--- config.mk ---
export PLATFORM = sky130hd
export DESIGN_NAME = dmgplus_splash_gen
export DESIGN_NICKNAME = d
export VERILOG_FILES = /design/src/rtl/dmgplus_pkg.sv /design/src/rtl/dmgplus_rom_reader.sv /design/src/rtl/dmgplus_splash_gen.sv
export SDC_FILE = /design/constraint.sdc
export NUM_CORES = 1
export LEC_CHECK = 0
export ABC_AREA = 1
export BUFFER_PORTS_ARGS = -buffer_cell sky130_fd_sc_hd__buf_2
export CORE_MARGIN = 2
export CORE_UTILIZATION = 40
export CTS_CLUSTER_DIAMETER = 30
export DETAILED_ROUTE_END_ITERATION = 12
export PLACE_DENSITY = 0.62
export SLEW_MARGIN = 20
export SYNTH_ARGS = -nofsm -noshare
export SYNTH_HDL_FRONTEND = slang
export SYNTH_SLANG_ARGS = --single-unit
--- constraint.sdc ---
create_clock -name clk_8m -period 1.78 [get_ports clk_8m]
set_input_delay 0.356 -clock clk_8m [delete_from_list [all_inputs] [get_ports clk_8m]]
set_output_delay 0.356 -clock clk_8m [all_outputs]
set_load 0.05 [all_outputs]
--- src/rtl/dmgplus_pkg.sv ---
// Shared definitions for the DMG+ splash generator: FSM states, the "DMG+" signature
// and the splash image geometry.
package dmgplus_pkg;

  localparam int unsigned NUM_PIXELS      = 23040;
  localparam int unsigned BYTES_PER_IMAGE = NUM_PIXELS / 4;

  localparam logic [7:0] SIG_BYTE0 = 8'h44;
  localparam logic [7:0] SIG_BYTE1 = 8'h4D;
  localparam logic [7:0] SIG_BYTE2 = 8'h47;
  localparam logic [7:0] SIG_BYTE3 = 8'h2B;

  typedef enum logic [2:0] {
    S_IDLE,
    S_SIG_RD,
    S_SIG_CHK,
    S_IMG_RD,
    S_IMG_WR,
    S_HOLD,
    S_DONE,
    S_CLEAR
  } splash_state_t;

  typedef enum logic [1:0] {
    RD_IDLE,
    RD_DRAIN,
    RD_REQ,
    RD_WAIT
  } rd_state_t;

  function automatic logic [7:0] sig_byte(input logic [1:0] idx);
    case (idx)
      2'd0:    return SIG_BYTE0;
      2'd1:    return SIG_BYTE1;
      2'd2:    return SIG_BYTE2;
      default: return SIG_BYTE3;
    endcase
  endfunction

  // The leftmost pixel of a byte sits in its top two bits.
  function automatic logic [1:0] pixel_of(input logic [7:0] b, input logic [1:0] slot);
    case (slot)
      2'd0:    return b[7:6];
      2'd1:    return b[5:4];
      2'd2:    return b[3:2];
      default: return b[1:0];
    endcase
  endfunction

endpackage

--- src/rtl/dmgplus_rom_reader.sv ---
// Single-byte cartridge ROM reader: request/busy handshake with a synchronized busy line.
module dmgplus_rom_reader (
  input  logic        clk,
  input  logic        rst,
  input  logic        abort,
  input  logic        start,
  input  logic [15:0] addr,
  output logic [7:0]  data,
  output logic        done,
  output logic [15:0] rom_addr,
  output logic        rom_rd,
  input  logic [7:0]  rom_data,
  input  logic        rom_bsy
);
  import dmgplus_pkg::*;

  rd_state_t   state, state_next;
  logic        bsy_meta, bsy_sync;
  logic [15:0] addr_q;

  assign rom_addr = addr_q;
  assign rom_rd   = (state == RD_REQ);

  always_ff @(posedge clk) begin
    if (rst) begin
      bsy_meta <= 1'b0;
      bsy_sync <= 1'b0;
    end else begin
      bsy_meta <= rom_bsy;
      bsy_sync <= bsy_meta;
    end
  end

  // A busy still high from an abandoned read must clear before a new request goes out.
  always_comb begin
    state_next = state;
    case (state)
      RD_IDLE:  if (start) state_next = bsy_sync ? RD_DRAIN : RD_REQ;
      RD_DRAIN: if (!bsy_sync) state_next = RD_REQ;
      RD_REQ:   if (bsy_sync) state_next = RD_WAIT;
      RD_WAIT:  if (!bsy_sync) state_next = RD_IDLE;
      default:  state_next = RD_IDLE;
    endcase
  end

  always_ff @(posedge clk) begin
    if (rst || abort) begin
      state  <= RD_IDLE;
      addr_q <= 16'h0000;
      data   <= 8'h00;
      done   <= 1'b0;
    end else begin
      state <= state_next;
      done  <= 1'b0;
      if (state == RD_IDLE && start) addr_q <= addr;
      if (state == RD_WAIT && !bsy_sync) begin
        data <= rom_data;
        done <= 1'b1;
      end
    end
  end

endmodule

--- src/rtl/dmgplus_splash_gen.sv ---
// DMG+ boot splash: checks the ROM signature, streams the 2bpp image into VRAM, holds it
// for a number of frames. Define DMGPLUS_CLEAR_EN to blank VRAM on a signature mismatch.
module dmgplus_splash_gen #(
  parameter logic [15:0] SIG_ADDR      = 16'h0200,
  parameter int unsigned SPLASH_FRAMES = 120,
  parameter int unsigned NUM_PIXELS    = dmgplus_pkg::NUM_PIXELS
) (
  input  logic        clk_8m,
  input  logic        rst,
  input  logic        ena,
  input  logic        in_vblank,
  output logic [15:0] rom_addr,
  input  logic [7:0]  rom_data,
  output logic        rom_rd,
  input  logic        rom_bsy,
  output logic        vramclk,
  output logic [15:0] vramaddr,
  output logic [1:0]  vramdata,
  output logic        vramwe,
  output logic        is_dmgplus,
  output logic        rom_read_done,
  output logic        splash_done
);
  import dmgplus_pkg::*;

  localparam logic [14:0] LAST_PIX   = 15'(NUM_PIXELS - 1);
  localparam logic [7:0]  LAST_FRAME = 8'(SPLASH_FRAMES - 1);

  splash_state_t state, state_next;
  logic [15:0]   byte_addr;
  logic [1:0]    sig_idx;
  logic [14:0]   pix_cnt;
  logic [7:0]    frame_cnt;
  logic          rd_start, rd_done;
  logic [7:0]    rd_data;
  logic          vb_meta, vb_sync, vb_prev, vb_edge;
  logic          sig_match, pix_last, burst_last;

  assign vramclk    = clk_8m;
  assign vb_edge    = vb_sync & ~vb_prev;
  assign sig_match  = (rd_data == sig_byte(sig_idx));
  assign pix_last   = (pix_cnt == LAST_PIX);
  assign burst_last = (pix_cnt[1:0] == 2'd3);

  dmgplus_rom_reader u_reader (
    .clk      (clk_8m),
    .rst      (rst),
    .abort    (~ena),
    .start    (rd_start),
    .addr     (byte_addr),
    .data     (rd_data),
    .done     (rd_done),
    .rom_addr (rom_addr),
    .rom_rd   (rom_rd),
    .rom_data (rom_data),
    .rom_bsy  (rom_bsy)
  );

  always_ff @(posedge clk_8m) begin
    if (rst) begin
      vb_meta <= 1'b0;
      vb_sync <= 1'b0;
      vb_prev <= 1'b0;
    end else begin
      vb_meta <= in_vblank;
      vb_sync <= vb_meta;
      vb_prev <= vb_sync;
    end
  end

  always_comb begin
    state_next = state;
    case (state)
      S_IDLE:    if (ena) state_next = S_SIG_RD;
      S_SIG_RD:  if (rd_done) state_next = S_SIG_CHK;
      S_SIG_CHK: begin
        if (!sig_match)
`ifdef DMGPLUS_CLEAR_EN
          state_next = S_CLEAR;
`else
          state_next = S_DONE;
`endif
        else if (sig_idx == 2'd3)
          state_next = S_IMG_RD;
        else
          state_next = S_SIG_RD;
      end
      S_IMG_RD:  if (rd_done) state_next = S_IMG_WR;
      S_IMG_WR:  if (burst_last) state_next = pix_last ? S_HOLD : S_IMG_RD;
      S_HOLD:    if (vb_edge && frame_cnt == LAST_FRAME) state_next = S_DONE;
      S_DONE:    state_next = S_DONE;
      S_CLEAR:   if (pix_last) state_next = S_DONE;
      default:   state_next = S_IDLE;
    endcase
    if (!ena) state_next = S_IDLE;
  end

  always_comb begin
    vramwe   = 1'b0;
    vramaddr = 16'h0000;
    vramdata = 2'b00;
    if (state == S_IMG_WR) begin
      vramwe   = 1'b1;
      vramaddr = {1'b0, pix_cnt};
      vramdata = pixel_of(rd_data, pix_cnt[1:0]);
    end else if (state == S_CLEAR) begin
      vramwe   = 1'b1;
      vramaddr = {1'b0, pix_cnt};
    end
  end

  // A fresh read is launched on every entry into a read state, so one start per byte.
  always_ff @(posedge clk_8m) begin
    if (rst) begin
      state         <= S_IDLE;
      rd_start      <= 1'b0;
      byte_addr     <= SIG_ADDR;
      sig_idx       <= 2'd0;
      pix_cnt       <= 15'd0;
      frame_cnt     <= 8'd0;
      is_dmgplus    <= 1'b0;
      rom_read_done <= 1'b0;
      splash_done   <= 1'b0;
    end else begin
      state    <= state_next;
      rd_start <= (state_next == S_SIG_RD || state_next == S_IMG_RD) && (state_next != state);
      if (!ena || state == S_IDLE) begin
        byte_addr     <= SIG_ADDR;
        sig_idx       <= 2'd0;
        pix_cnt       <= 15'd0;
        frame_cnt     <= 8'd0;
        is_dmgplus    <= 1'b0;
        rom_read_done <= 1'b0;
        splash_done   <= 1'b0;
      end else begin
        case (state)
          S_SIG_CHK: begin
            if (sig_match) begin
              byte_addr <= byte_addr + 16'd1;
              sig_idx   <= sig_idx + 2'd1;
              if (sig_idx == 2'd3) is_dmgplus <= 1'b1;
            end else begin
              pix_cnt <= 15'd0;
`ifndef DMGPLUS_CLEAR_EN
              rom_read_done <= 1'b1;
              splash_done   <= 1'b1;
`endif
            end
          end
          S_IMG_WR: begin
            pix_cnt <= pix_cnt + 15'd1;
            if (burst_last) begin
              if (pix_last) begin
                rom_read_done <= 1'b1;
                frame_cnt     <= 8'd0;
              end else begin
                byte_addr <= byte_addr + 16'd1;
              end
            end
          end
          S_HOLD: begin
            if (vb_edge) begin
              frame_cnt <= frame_cnt + 8'd1;
              if (frame_cnt == LAST_FRAME) splash_done <= 1'b1;
            end
          end
          S_CLEAR: begin
            pix_cnt <= pix_cnt + 15'd1;
            if (pix_last) begin
              rom_read_done <= 1'b1;
              splash_done   <= 1'b1;
            end
          end
          default: ;
        endcase
      end
    end
  end

endmodule

==> out/metrics.csv <==
stage,metric,value,unit
die,Rows,37,
grt,largest net degree at the start of global routing,29,
timing,setup ws final,-0.262,ns
status,violated checks,setup timing,
worst_setup_path,"Slowest-stage cell, CP",dfxtp_4,
power,Sw Pwr,0.940,mW
timing,final period utilization,115,%
clocking,worst-skew pair later-pin latency,0.46,ns
worst_setup_path,Reg2Reg Depth,14,
final_layout,final cell count without fillers,881,
die,Initial Utilization,40.7,%
worst_hold_path,Hold Path End,vb_meta$_SDFF_PP0_,
logic_synthesis,Syn Std Cell Area,0.00417,mm²
power,PwrDens,530,mW/mm²
logic_synthesis,prevailing post-synth register cell,dfxtp_1,
grt,total track usage,21.0,%
logic_synthesis,Yosys top cell area share,38.4,%
grt,initial antenna violation count,0,
logic_synthesis,"top cells by area, synth","dfxtp_1 38%, nand2_1 9.7%, nor2_1 8.3%",
worst_hold_path,Worst Hold Class,in2reg,
drt,Post-route DRC,0,
drt,max layer used,met4,
logic_synthesis,Syn Inst Count,608,
logic_synthesis,most frequent cell after synthesis,nand2_1,
timing,Fin. Hold Viols,0,
timing,Slew @ Worst Pin,0.536,ns
logic_synthesis,Ys Warns,0,
drt,WL met2,6080,µm
drt,WL met1,5370,µm
timing,RSZ-0062 raised after global routing,yes,
placed_design,Final HPWL DP,7730,µm
grt,number of global-route vias before repair,4218,
power,Peak VDD IR,418,µV
worst_setup_path,worst-path fanout max,3,
status,status,finished with violations,
drt,Post-Route WL,12400,µm
power,combinational share of power,5.5,%
timing,Final setup viols,51,
die,I/O pins,53,
worst_setup_path,Worst path top cell family by delay,flip-flops,
clocking,clock slew seen by the registers of the worst setup and hold paths,0.08,ns
worst_hold_path,Hold Path Stages,3,
clocking,CTS tree,built,
worst_setup_path,r2r setup slk,-0.19,ns
placed_design,placed insts,826,
logic_synthesis,"flops & latches, synth",80,
worst_setup_path,"Buf+Inv Stages, Crit Path",3,
die,Die Height,106,µm
logic_synthesis,"Seq/Total Area, Yosys",38.4,%
power,clock share of power,42.1,%
power,internal power,2.52,mW
final_layout,area of the multi-input gates,0.00297,mm²
final_layout,Final #Nets,770,
drt,vias per std cell,5.09,
final_layout,Reg area,0.00163,mm²
timing,Fmax,490,MHz
final_layout,layout cells sized above 1,42.0,%
worst_setup_path,Crit Reg-Reg Endpoint,byte_addr[6]$_SDFFE_PP0P_,
drt,met3 wire length,565,µm
drt,vias after detailed routing,4488,
worst_setup_path,max incr delay on CP,0.37,ns
final_layout,"Area growth, synth to finish",56.5,%
worst_setup_path,CP Data Arrival Time,1.69,ns
worst_setup_path,crit path launch type,register,
power,Pleak,2.58,nW
logic_synthesis,number of synthesized flops with an enable pin,0,
drt,drt wl/cell,14.1,µm
timing,fin. max-slew vios,0,
worst_setup_path,reg2reg start,sig_idx[1]$_SDFFE_PP0P_,
logic_synthesis,Synth area leader,dfxtp_1,
flow_run,number of max-cap violations,0,
power,switching share of power,27.2,%
worst_setup_path,CP Capture Type,output pin,
final_layout,fill count,838,
worst_setup_path,CP required,1.42,ns
logic_synthesis,Synth cell types,41,
drt,DR pass1 iterations,4,
logic_synthesis,average cell area after synthesis,6.85,µm²
power,Flop pwr share,52.3,%
die,total die area,0.0112,mm²
placed_design,GP Congestion,0.898,
worst_setup_path,Levels on crit path,7,
worst_setup_path,CP Cell Sequence,buf_12 -> ha_4 -> inv_4 -> o21ai_2 -> a221oi_2 -> a211oi_4 -> buf_6,
grt,first-pass GRT wire length,19200,µm
timing,Final Skew,0.00855,ns
logic_synthesis,asr flop ratio synth,0,%
final_layout,Antenna Cells,0,
worst_hold_path,hold path start,in_vblank,
grt,grt ovf,0,
logic_synthesis,net count after synthesis,637,
logic_synthesis,most frequent cells after synthesis,"108 x nand2_1, 92 x nor2_1, 86 x inv_1",
drt,Starting DRT DRC Count,211,
timing,worst rel slew slack,63.9,%
drt,"antenna viol nets, final",0,
worst_setup_path,CP Class,reg2out,
die,core area,0.0102,mm²
placed_design,Port Buf Inserts,51,
timing,crit path time final,2.04,ns
die,DIE WIDTH,106,µm
final_layout,final core occ,63.7,%
-- timing repair --
item | in CTS | in global routing
hold buffers | 0 | 0
pin swaps | 35 | 40
setup buffers | 19 | 15
cloned | 3 | 1
setup endpoints to repair | 56 | 67
gates resized for setup | 160 | 116
endpoints found under the hold margin | 0 | 0
-- per-stage QoR --
| stage | area, µm² | setup TNS [ns] | setup slack [ns] | hold slack (ns) | power (mW) |
|---|---|---|---|---|---|
| after global placement | 5000 | -1.89 | -0.129 | 0.392 | 2.13 |
| after detailed placement | 5000 | -5.04 | -0.246 | 0.394 | 2.14 |
| after global routing | 6520 | -10.27 | -0.330 | 0.0994 | 3.59 |
| final | 6520 | -5.50 | -0.262 | 0.0935 | 3.45 |
| after floorplan | 4320 | 0 | 0.0138 | 0.388 | 2.10 |
| after CTS | 5930 | -4.20 | -0.297 | 0.0809 | 3.48 |
-- power by group through the flow --
stage | clock, mW | sequential (mW) | combinational [mW]
6_report | 1.46 | 1.81 | 0.192
5_1_grt | 1.56 | 1.81 | 0.211
4_1_cts | 1.49 | 1.81 | 0.181
3_5_place_dp | 0.107 | 1.86 | 0.171
3_3_place_gp | 0.107 | 1.86 | 0.167
2_1_floorplan | 0.121 | 1.89 | 0.0914
-- layout make-up --
type | instances | share of cell area, %
well taps | 136 | 2.61
clock inverters | 5 | 0.518
inverters | 92 | 6.33
repair inverters | 2 | 0.422
clock buffers | 14 | 2.67
flip-flops and latches | 80 | 25.0
multi-input cells | 423 | 45.6
repair buffers | 129 | 16.9
-- sequential cells by signal, summed over array words and instances (netlist names), 2 cells and up --
signal / cells
frame_cnt: 8
byte_addr: 16
state: 3
u_reader.data: 8
u_reader.rom_addr: 16
sig_idx: 2
u_reader.state: 2
pix_cnt: 15
-- layout by cell type, fill, tap and decap left out, types with 8 or more instances in the layout --
cell type / count
o21ai_0: 34
nand2_2: 15
o21ai_2: 18
a21oi_2: 13
dfxtp_1: 71
nand3_1: 19
clkbuf_8: 12
buf_4: 59
nor2_1: 69
a21oi_1: 30
inv_1: 75
buf_6: 29
nand2_1: 79
buf_2: 32
nor3_1: 11
nand2_4: 14
nor2_4: 23
nand4_1: 8
ha_1: 8
-- worst min-delay path: cells and delay by family --
kind / cells / cell delay [ns]
buffers and inverters: 2 / 0.10
AND/OR/NAND/NOR: 1 / 0.06
-- routing by layer --
| layer | vias up | GRT usage, % |
|---|---|---|
| li1 | 2228 | - |
| met1 | 2117 | 26.8 |
| met2 | 110 | 35.0 |
| met3 | 33 | 4.17 |
| met4 | 0 | 8.27 |
| met5 | - | 0 |
-- logic make-up after synthesis --
family / synth area share, %
xor gates and xnor gates: 1.47
and+or+nand+nor: 30.2
AOI/OAI and AO/OA: 14.6
adders and majority gates: 4.81
other: 0.0900
buffers and inverters: 10.4
DFF: 38.5
-- worst max-delay path by stage --
| stage | start | endpoint | slack (ns) |
|---|---|---|---|
| floorplan | sig_idx[0]$_SDFFE_PP0P_ | byte_addr[5]$_SDFFE_PP0P_ | 0.01 |
| global placement | sig_idx[0]$_SDFFE_PP0P_ | byte_addr[2]$_SDFFE_PP0P_ | -0.13 |
| detailed placement | sig_idx[0]$_SDFFE_PP0P_ | byte_addr[3]$_SDFFE_PP0P_ | -0.25 |
| CTS | pix_cnt[1]$_SDFFE_PP0P_ | vramdata[1] | -0.30 |
| global route | pix_cnt[0]$_SDFFE_PP0P_ | vramdata[0] | -0.33 |
| finish | pix_cnt[0]$_SDFFE_PP0P_ | vramdata[0] | -0.26 |
(Power assumes the default switching activity.)
